===== config.mk =====
export PLATFORM = sky130hd
export DESIGN_NAME = uart_rx_flat
export DESIGN_NICKNAME = d
export VERILOG_FILES = /design/src/rtl/uart_rx_pkg.sv /design/src/rtl/uart_rx_if.sv /design/src/rtl/uart_rx_sync.sv /design/src/rtl/uart_rx.sv /design/src/flat_wrapper.sv
export SDC_FILE = /design/constraint.sdc
export NUM_CORES = 1
export LEC_CHECK = 0
export ABC_CLOCK_PERIOD_IN_PS = 2100
export CAP_MARGIN = 20
export CORE_UTILIZATION = 50
export CTS_BUF_LIST = sky130_fd_sc_hd__clkbuf_16
export CTS_CLUSTER_DIAMETER = 50
export DETAILED_ROUTE_END_ITERATION = 12
export GPL_ROUTABILITY_DRIVEN = 0
export GPL_TIMING_DRIVEN = 1
export PLACE_DENSITY = 0.69
export REMOVE_ABC_BUFFERS = 1
export SLEW_MARGIN = 25
export SYNTH_ARGS = -nofsm -noshare
export SYNTH_HDL_FRONTEND = slang
export SYNTH_SLANG_ARGS = --single-unit

===== constraint.sdc =====
create_clock -name clk_i -period 2.1 [get_ports clk_i]
set_input_delay 0.315 -clock clk_i [delete_from_list [all_inputs] [get_ports clk_i]]
set_output_delay 0.315 -clock clk_i [all_outputs]
set_load 0.03 [all_outputs]

===== src/rtl/uart_rx_pkg.sv =====
// Shared types, state encodings and helpers for the oversampled UART receiver.
package uart_rx_pkg;

  typedef logic [2:0] rx_state_t;

  localparam rx_state_t StIdle   = 3'd0;
  localparam rx_state_t StStart  = 3'd1;
  localparam rx_state_t StData   = 3'd2;
  localparam rx_state_t StParity = 3'd3;
  localparam rx_state_t StStop   = 3'd4;

  localparam logic [1:0] DataBits5 = 2'b00;
  localparam logic [1:0] DataBits6 = 2'b01;
  localparam logic [1:0] DataBits7 = 2'b10;
  localparam logic [1:0] DataBits8 = 2'b11;

  function automatic logic [3:0] data_bits_count(input logic [1:0] enc);
    case (enc)
      DataBits5: return 4'd5;
      DataBits6: return 4'd6;
      DataBits7: return 4'd7;
      default:   return 4'd8;
    endcase
  endfunction

  // acc is the running XOR of the received data bits.
  function automatic logic parity_error(input logic acc, input logic sample, input logic odd);
    return (acc ^ sample) != odd;
  endfunction

endpackage


===== src/rtl/uart_rx_if.sv =====
// Receive-side word handshake between the UART receiver and its consumer.
interface uart_rx_if #(
  parameter int unsigned DATA_W = 8
);
  logic [DATA_W-1:0] rx_data;
  logic              rx_valid;
  logic              rx_ready;
  logic              parity_err;
  logic              frame_err;
  logic              overrun;

  modport master (
    output rx_data, rx_valid, parity_err, frame_err, overrun,
    input  rx_ready
  );

  modport slave (
    input  rx_data, rx_valid, parity_err, frame_err, overrun,
    output rx_ready
  );
endinterface


===== src/rtl/uart_rx_sync.sv =====
// Two-flop synchronizer with a configurable reset value.
module uart_sync #(
  parameter logic ResetVal = 1'b1
) (
  input  logic clk_i,
  input  logic reset_i,
  input  logic d_i,
  output logic q_o
);
  logic [1:0] sync_q;

  always_ff @(posedge clk_i) begin
    if (reset_i) begin
      sync_q <= {2{ResetVal}};
    end else begin
      sync_q <= {sync_q[0], d_i};
    end
  end

  assign q_o = sync_q[1];
endmodule


===== src/rtl/uart_rx.sv =====
// Oversampled UART receiver: start validation, mid-bit sampling, valid/ready word delivery.
module uart_rx
  import uart_rx_pkg::*;
#(
  parameter int unsigned OSR    = 16,
  parameter int unsigned DATA_W = 8
) (
  input  logic       clk_i,
  input  logic       reset_i,
  input  logic       en_i,
  input  logic       osr_tick_i,
  input  logic       rx_i,
  input  logic [1:0] data_bits_i,
  input  logic       parity_en_i,
  input  logic       parity_odd_i,
  input  logic       stop2_i,
  uart_rx_if.master  rx_if
);
  localparam int unsigned TickW   = $clog2(OSR);
  localparam int unsigned BitCntW = $clog2(DATA_W + 1);
  localparam logic [TickW-1:0] TickMid  = TickW'(OSR / 2 - 1);
  localparam logic [TickW-1:0] TickLast = TickW'(OSR - 1);

  logic rx_s;

  uart_sync #(.ResetVal(1'b1)) u_sync (
    .clk_i   (clk_i),
    .reset_i (reset_i),
    .d_i     (rx_i),
    .q_o     (rx_s)
  );

  rx_state_t           state_q, state_d;
  logic [TickW-1:0]    tick_cnt_q, tick_cnt_d;
  logic [BitCntW-1:0]  bit_cnt_q, bit_cnt_d;
  logic [BitCntW-1:0]  nbits_q, nbits_d;
  logic                par_en_q, par_en_d, par_odd_q, par_odd_d, stop2_q, stop2_d;
  logic [DATA_W-1:0]   shreg_q, shreg_d;
  logic                par_acc_q, par_acc_d, perr_q, perr_d, ferr_q, ferr_d;
  logic [DATA_W-1:0]   rx_data_q, rx_data_d;
  logic                rx_valid_q, rx_valid_d, parity_err_q, parity_err_d;
  logic                frame_err_q, frame_err_d, overrun_q, overrun_d;
  logic                done;

  always_comb begin
    state_d    = state_q;
    tick_cnt_d = tick_cnt_q;
    bit_cnt_d  = bit_cnt_q;
    nbits_d    = nbits_q;
    par_en_d   = par_en_q;
    par_odd_d  = par_odd_q;
    stop2_d    = stop2_q;
    shreg_d    = shreg_q;
    par_acc_d  = par_acc_q;
    perr_d     = perr_q;
    ferr_d     = ferr_q;
    done       = 1'b0;

    if (!en_i) begin
      state_d = StIdle;
    end else if (osr_tick_i) begin
      case (state_q)
        StIdle: begin
          if (!rx_s) begin
            state_d    = StStart;
            tick_cnt_d = '0;
            nbits_d    = BitCntW'(data_bits_count(data_bits_i));
            par_en_d   = parity_en_i;
            par_odd_d  = parity_odd_i;
            stop2_d    = stop2_i;
          end
        end
        StStart: begin
          if (tick_cnt_q == TickMid) begin
            tick_cnt_d = '0;
            if (!rx_s) begin
              state_d   = StData;
              bit_cnt_d = '0;
              shreg_d   = '0;
              par_acc_d = 1'b0;
              perr_d    = 1'b0;
              ferr_d    = 1'b0;
            end else begin
              state_d = StIdle;
            end
          end else begin
            tick_cnt_d = tick_cnt_q + 1'b1;
          end
        end
        StData: begin
          if (tick_cnt_q == TickLast) begin
            tick_cnt_d = '0;
            shreg_d    = shreg_q | (DATA_W'(rx_s) << bit_cnt_q);
            par_acc_d  = par_acc_q ^ rx_s;
            if (bit_cnt_q == nbits_q - BitCntW'(1)) begin
              bit_cnt_d = '0;
              state_d   = par_en_q ? StParity : StStop;
            end else begin
              bit_cnt_d = bit_cnt_q + 1'b1;
            end
          end else begin
            tick_cnt_d = tick_cnt_q + 1'b1;
          end
        end
        StParity: begin
          if (tick_cnt_q == TickLast) begin
            tick_cnt_d = '0;
            perr_d     = parity_error(par_acc_q, rx_s, par_odd_q);
            state_d    = StStop;
          end else begin
            tick_cnt_d = tick_cnt_q + 1'b1;
          end
        end
        StStop: begin
          if (tick_cnt_q == TickLast) begin
            tick_cnt_d = '0;
            ferr_d     = ferr_q | ~rx_s;
            if (stop2_q && bit_cnt_q == '0) begin
              bit_cnt_d = BitCntW'(1);
            end else begin
              // Leave at mid-stop so a back-to-back start edge is not missed.
              state_d = StIdle;
              done    = 1'b1;
            end
          end else begin
            tick_cnt_d = tick_cnt_q + 1'b1;
          end
        end
        default: state_d = StIdle;
      endcase
    end
  end

  always_comb begin
    rx_data_d    = rx_data_q;
    rx_valid_d   = rx_valid_q;
    parity_err_d = parity_err_q;
    frame_err_d  = frame_err_q;
    overrun_d    = 1'b0;

    if (rx_valid_q && rx_if.rx_ready) begin
      rx_valid_d = 1'b0;
    end
    if (done) begin
      if (rx_valid_q && !rx_if.rx_ready) begin
        overrun_d = 1'b1;
      end else begin
        rx_valid_d   = 1'b1;
        rx_data_d    = shreg_q;
        parity_err_d = perr_q;
        frame_err_d  = ferr_d;
      end
    end
  end

  always_ff @(posedge clk_i) begin
    if (reset_i) begin
      state_q      <= StIdle;
      tick_cnt_q   <= '0;
      bit_cnt_q    <= '0;
      nbits_q      <= '0;
      par_en_q     <= 1'b0;
      par_odd_q    <= 1'b0;
      stop2_q      <= 1'b0;
      shreg_q      <= '0;
      par_acc_q    <= 1'b0;
      perr_q       <= 1'b0;
      ferr_q       <= 1'b0;
      rx_data_q    <= '0;
      rx_valid_q   <= 1'b0;
      parity_err_q <= 1'b0;
      frame_err_q  <= 1'b0;
      overrun_q    <= 1'b0;
    end else begin
      state_q      <= state_d;
      tick_cnt_q   <= tick_cnt_d;
      bit_cnt_q    <= bit_cnt_d;
      nbits_q      <= nbits_d;
      par_en_q     <= par_en_d;
      par_odd_q    <= par_odd_d;
      stop2_q      <= stop2_d;
      shreg_q      <= shreg_d;
      par_acc_q    <= par_acc_d;
      perr_q       <= perr_d;
      ferr_q       <= ferr_d;
      rx_data_q    <= rx_data_d;
      rx_valid_q   <= rx_valid_d;
      parity_err_q <= parity_err_d;
      frame_err_q  <= frame_err_d;
      overrun_q    <= overrun_d;
    end
  end

  assign rx_if.rx_data    = rx_data_q;
  assign rx_if.rx_valid   = rx_valid_q;
  assign rx_if.parity_err = parity_err_q;
  assign rx_if.frame_err  = frame_err_q;
  assign rx_if.overrun    = overrun_q;
endmodule

===== src/flat_wrapper.sv =====
// flat-port wrapper written by rule: the top's interface ports become plain ports
module uart_rx_flat import uart_rx_pkg::*;
#(
  parameter int unsigned OSR    = 16,
  parameter int unsigned DATA_W = 8
)
  (clk_i, reset_i, en_i, osr_tick_i, rx_i, data_bits_i, parity_en_i, parity_odd_i, stop2_i, rx_if_rx_data, rx_if_rx_valid, rx_if_parity_err, rx_if_frame_err, rx_if_overrun, rx_if_rx_ready);
  uart_rx_if #(.DATA_W(DATA_W)) rx_if_i ();
  input  logic clk_i;
  input  logic reset_i;
  input  logic en_i;
  input  logic osr_tick_i;
  input  logic rx_i;
  input  logic [1:0] data_bits_i;
  input  logic parity_en_i;
  input  logic parity_odd_i;
  input  logic stop2_i;
  output wire logic [$bits(rx_if_i.rx_data)-1:0] rx_if_rx_data;
  output wire logic [$bits(rx_if_i.rx_valid)-1:0] rx_if_rx_valid;
  output wire logic [$bits(rx_if_i.parity_err)-1:0] rx_if_parity_err;
  output wire logic [$bits(rx_if_i.frame_err)-1:0] rx_if_frame_err;
  output wire logic [$bits(rx_if_i.overrun)-1:0] rx_if_overrun;
  input wire logic [$bits(rx_if_i.rx_ready)-1:0] rx_if_rx_ready;
  assign rx_if_rx_data = rx_if_i.rx_data;
  assign rx_if_rx_valid = rx_if_i.rx_valid;
  assign rx_if_parity_err = rx_if_i.parity_err;
  assign rx_if_frame_err = rx_if_i.frame_err;
  assign rx_if_overrun = rx_if_i.overrun;
  assign rx_if_i.rx_ready = rx_if_rx_ready;
  uart_rx #(.OSR(OSR), .DATA_W(DATA_W)) u_core (.clk_i(clk_i), .reset_i(reset_i), .en_i(en_i), .osr_tick_i(osr_tick_i), .rx_i(rx_i), .data_bits_i(data_bits_i), .parity_en_i(parity_en_i), .parity_odd_i(parity_odd_i), .stop2_i(stop2_i), .rx_if(rx_if_i));
endmodule

==> metrics <==
boundary pin count=23; Syn Inst Count=about 240; Root Buffer=clkbuf_16; total core area=between 4000 and 5000 um2; CTS clk-pin slew, worst paths=approximately 60 ps; max-cap violation count=0; WL met1=approximately 2200 um; Total Power=approximately 1800 uW; pwr/cell area=648 nW/um2; first-pass GRT wire length=roughly 8000 um; Yosys Warn Count=0; pre-CTS setup slack=-71.8 ps; initial antenna violation count=0; nets@finish=306; gr usage total=a little under a quarter; count of final setup violators=0; fillcell total=between 300 and 400; final hold vios=0; area delta synth->final=28.4%; share of cells above drive strength 1=around 17%; chip width=around 68 um; total wire length=approximately 4700 um; CP Class=flip-flop to flip-flop; fmax=501 MHz; synthesized cell area=2160 um2; cell area after layout=2770 um2; drt first pass iters=4; RSZ-0062 raised after global routing=false; final worst-path setup slack=104 ps; Worst Clk Skew=about 5.2 ps; Post-synth ARST share=0%; CTS HTree Levels=2; cts bufs inserted=5; slew margin rel.=42.6%; crit path max fanout=4; chip height=67.7 um; row count=23; post-synthesis sequential area ratio=between 30% and 40%; drt drc=0; worst-skew pair later-pin latency=roughly 280 ps; Via density=between 5 and 6; via count=approximately 1900; Clock Path Buffers=2; final design utilization=around two thirds; initial core utilization=52.8%; commonest non-fill, non-tap cell in the layout=dfxtp_1; placed insts=between 300 and 400; Max Used Layer=met4; port buffer count=22; initial drt markers=146; most frequent cells in the layout=dfxtp_1 (41), nor2_1 (34), buf_4 (28); VDD IR max=approximately 530 uV; shortest period the worst path allows=2000 ps; grt total ovfl=0; Synth Area per Inst=between 8 and 9 um2; Final Max Slew Viols=0; pin count of the biggest net entering global routing=16; worst-margin pin slew=about 850 ps; DP HPWL=roughly 3400 um; placed cell areas=2560 um2; Post-synth EDFFs=0; die area=approximately 4600 um2; synth unique cells=55; status=finished, final reports clean; fin crit share=95.0%; final cell count without fillers=339; Sink Count=43; per-cell routed wire length=13.8 um; TritonCTS clock tree=built; Setup crit end kind=flip-flop; Worst Hold Class=flip-flop to flip-flop; vias in the first global route=between 1500 and 2000; met3 wire length=approximately 130 um; ant diodes=0; Final ANT Viol Nets=0; Leak=0.00105 uW; Post-synth top flop=dfxtp_1; WP data required=~2300 ps; CP arrival=~2200 ps; crit path launch type=flip-flop; Yosys reg bits=43; metal2 WL=between 2000 and 2500 um
## registers in the layout, summed over array words and instances (netlist names)
register,count
u_core.bit_cnt_q,4
u_core.ferr_q,1
u_core.nbits_q,4
u_core.par_acc_q,1
u_core.par_en_q,1
u_core.par_odd_q,1
u_core.perr_q,1
u_core.rx_if.frame_err,1
u_core.rx_if.overrun,1
u_core.rx_if.parity_err,1
u_core.rx_if.rx_data,8
u_core.rx_if.rx_valid,1
u_core.shreg_q,8
u_core.state_q,3
u_core.stop2_q,1
u_core.tick_cnt_q,4
u_core.u_sync.sync_q,2
## stage by stage
stage          hold slack (ps)  setup TNS [ps]
2_1_floorplan              384               0
3_3_place_gp               396           -12.7
3_5_place_dp               401           -79.3
4_1_cts                    419               0
5_1_grt                    456               0
6_report                   416               0
## path summary, 6_finish.rpt
path	endpoint	slack, ps	startpoint	cells past startpoint
worst max-delay path	u_core.tick_cnt_q[3]	100	u_core.tick_cnt_q[0]	6
worst min-delay path	u_core.u_sync.sync_q[1]	420	u_core.u_sync.sync_q[0]	1
worst max register to register	u_core.tick_cnt_q[3]	100	u_core.tick_cnt_q[0]	6
worst min register to register	u_core.u_sync.sync_q[1]	420	u_core.u_sync.sync_q[0]	1
## worst max-delay path: stages, from the launching register on
cell	delay, ps
dfxtp_2	340
ha_2	190
and3_4	190
a221o_1	320
or2_1	230
or4b_4	540
a21oi_2	130
## power breakdown
part | switching (uW) | internal (uW) | total (uW) | leakage (uW)
Sequential | 2.89 | 819 | 822 | 0.000348
Combinational | 43.5 | 43.7 | 87.2 | 0.000618
Clock | 324 | 565 | 889 | 0.0000804
Total | 370 | 1430 | 1800 | 0.00105
## timing repair
item / 4_1_cts / 5_1_grt
hold endpoints to repair: 0 / 0
gates resized for setup: 0 / 7
endpoints found under the setup margin: 0 / 11
setup buffers: 0 / 3
hold buffers: 0 / 0
## final cells by class
type | instances | area, um2 | share of cell area [%]
clock buffers | 5 | 125 | 4.51
clock inverters | 3 | 46.3 | 1.67
inverters | 13 | 48.8 | 1.76
multi-input cells | 175 | 1200 | 43.2
flip-flops and latches | 43 | 863 | 31.1
well taps | 50 | 62.6 | 2.26
repair buffers | 50 | 430 | 15.5
## kinds of logic after synthesis
kind of cell	share of synthesized area, %
buffers and inverters	5.39
muxes	7.88
AOI/OAI and AO/OA	13.2
xor gates and xnor gates	4.35
adders and majority gates	4.06
DFF	39.9
and+or+nand+nor	25.3
## cell usage after synthesis, types with 3 or more instances
library cell | instances | share of area, %
clkbuf_1 | 6 | 1.0
nand2b_1 | 4 | 1.2
nand2_1 | 8 | 1.4
mux2i_1 | 17 | 7.9
a21oi_1 | 20 | 4.6
inv_1 | 12 | 2.1
nor2_1 | 34 | 5.9
ha_1 | 7 | 4.1
buf_2 | 3 | 0.70
nand3_1 | 4 | 0.93
o21ai_0 | 8 | 1.9
xnor2_1 | 7 | 2.8
dfxtp_1 | 43 | 40
nor3_1 | 12 | 2.8
nor2b_1 | 5 | 1.4
## layer usage
| metal | up-vias | track usage, % |
|---|---|---|
| met3 | 5 | 4.56 |
| met5 | - | 0 |
| li1 | 950 | - |
| met1 | 878 | 29.5 |
| met2 | 22 | 38.6 |
| met4 | 0 | 6.12 |
Note: power is estimated with default switching activity, not from simulation.
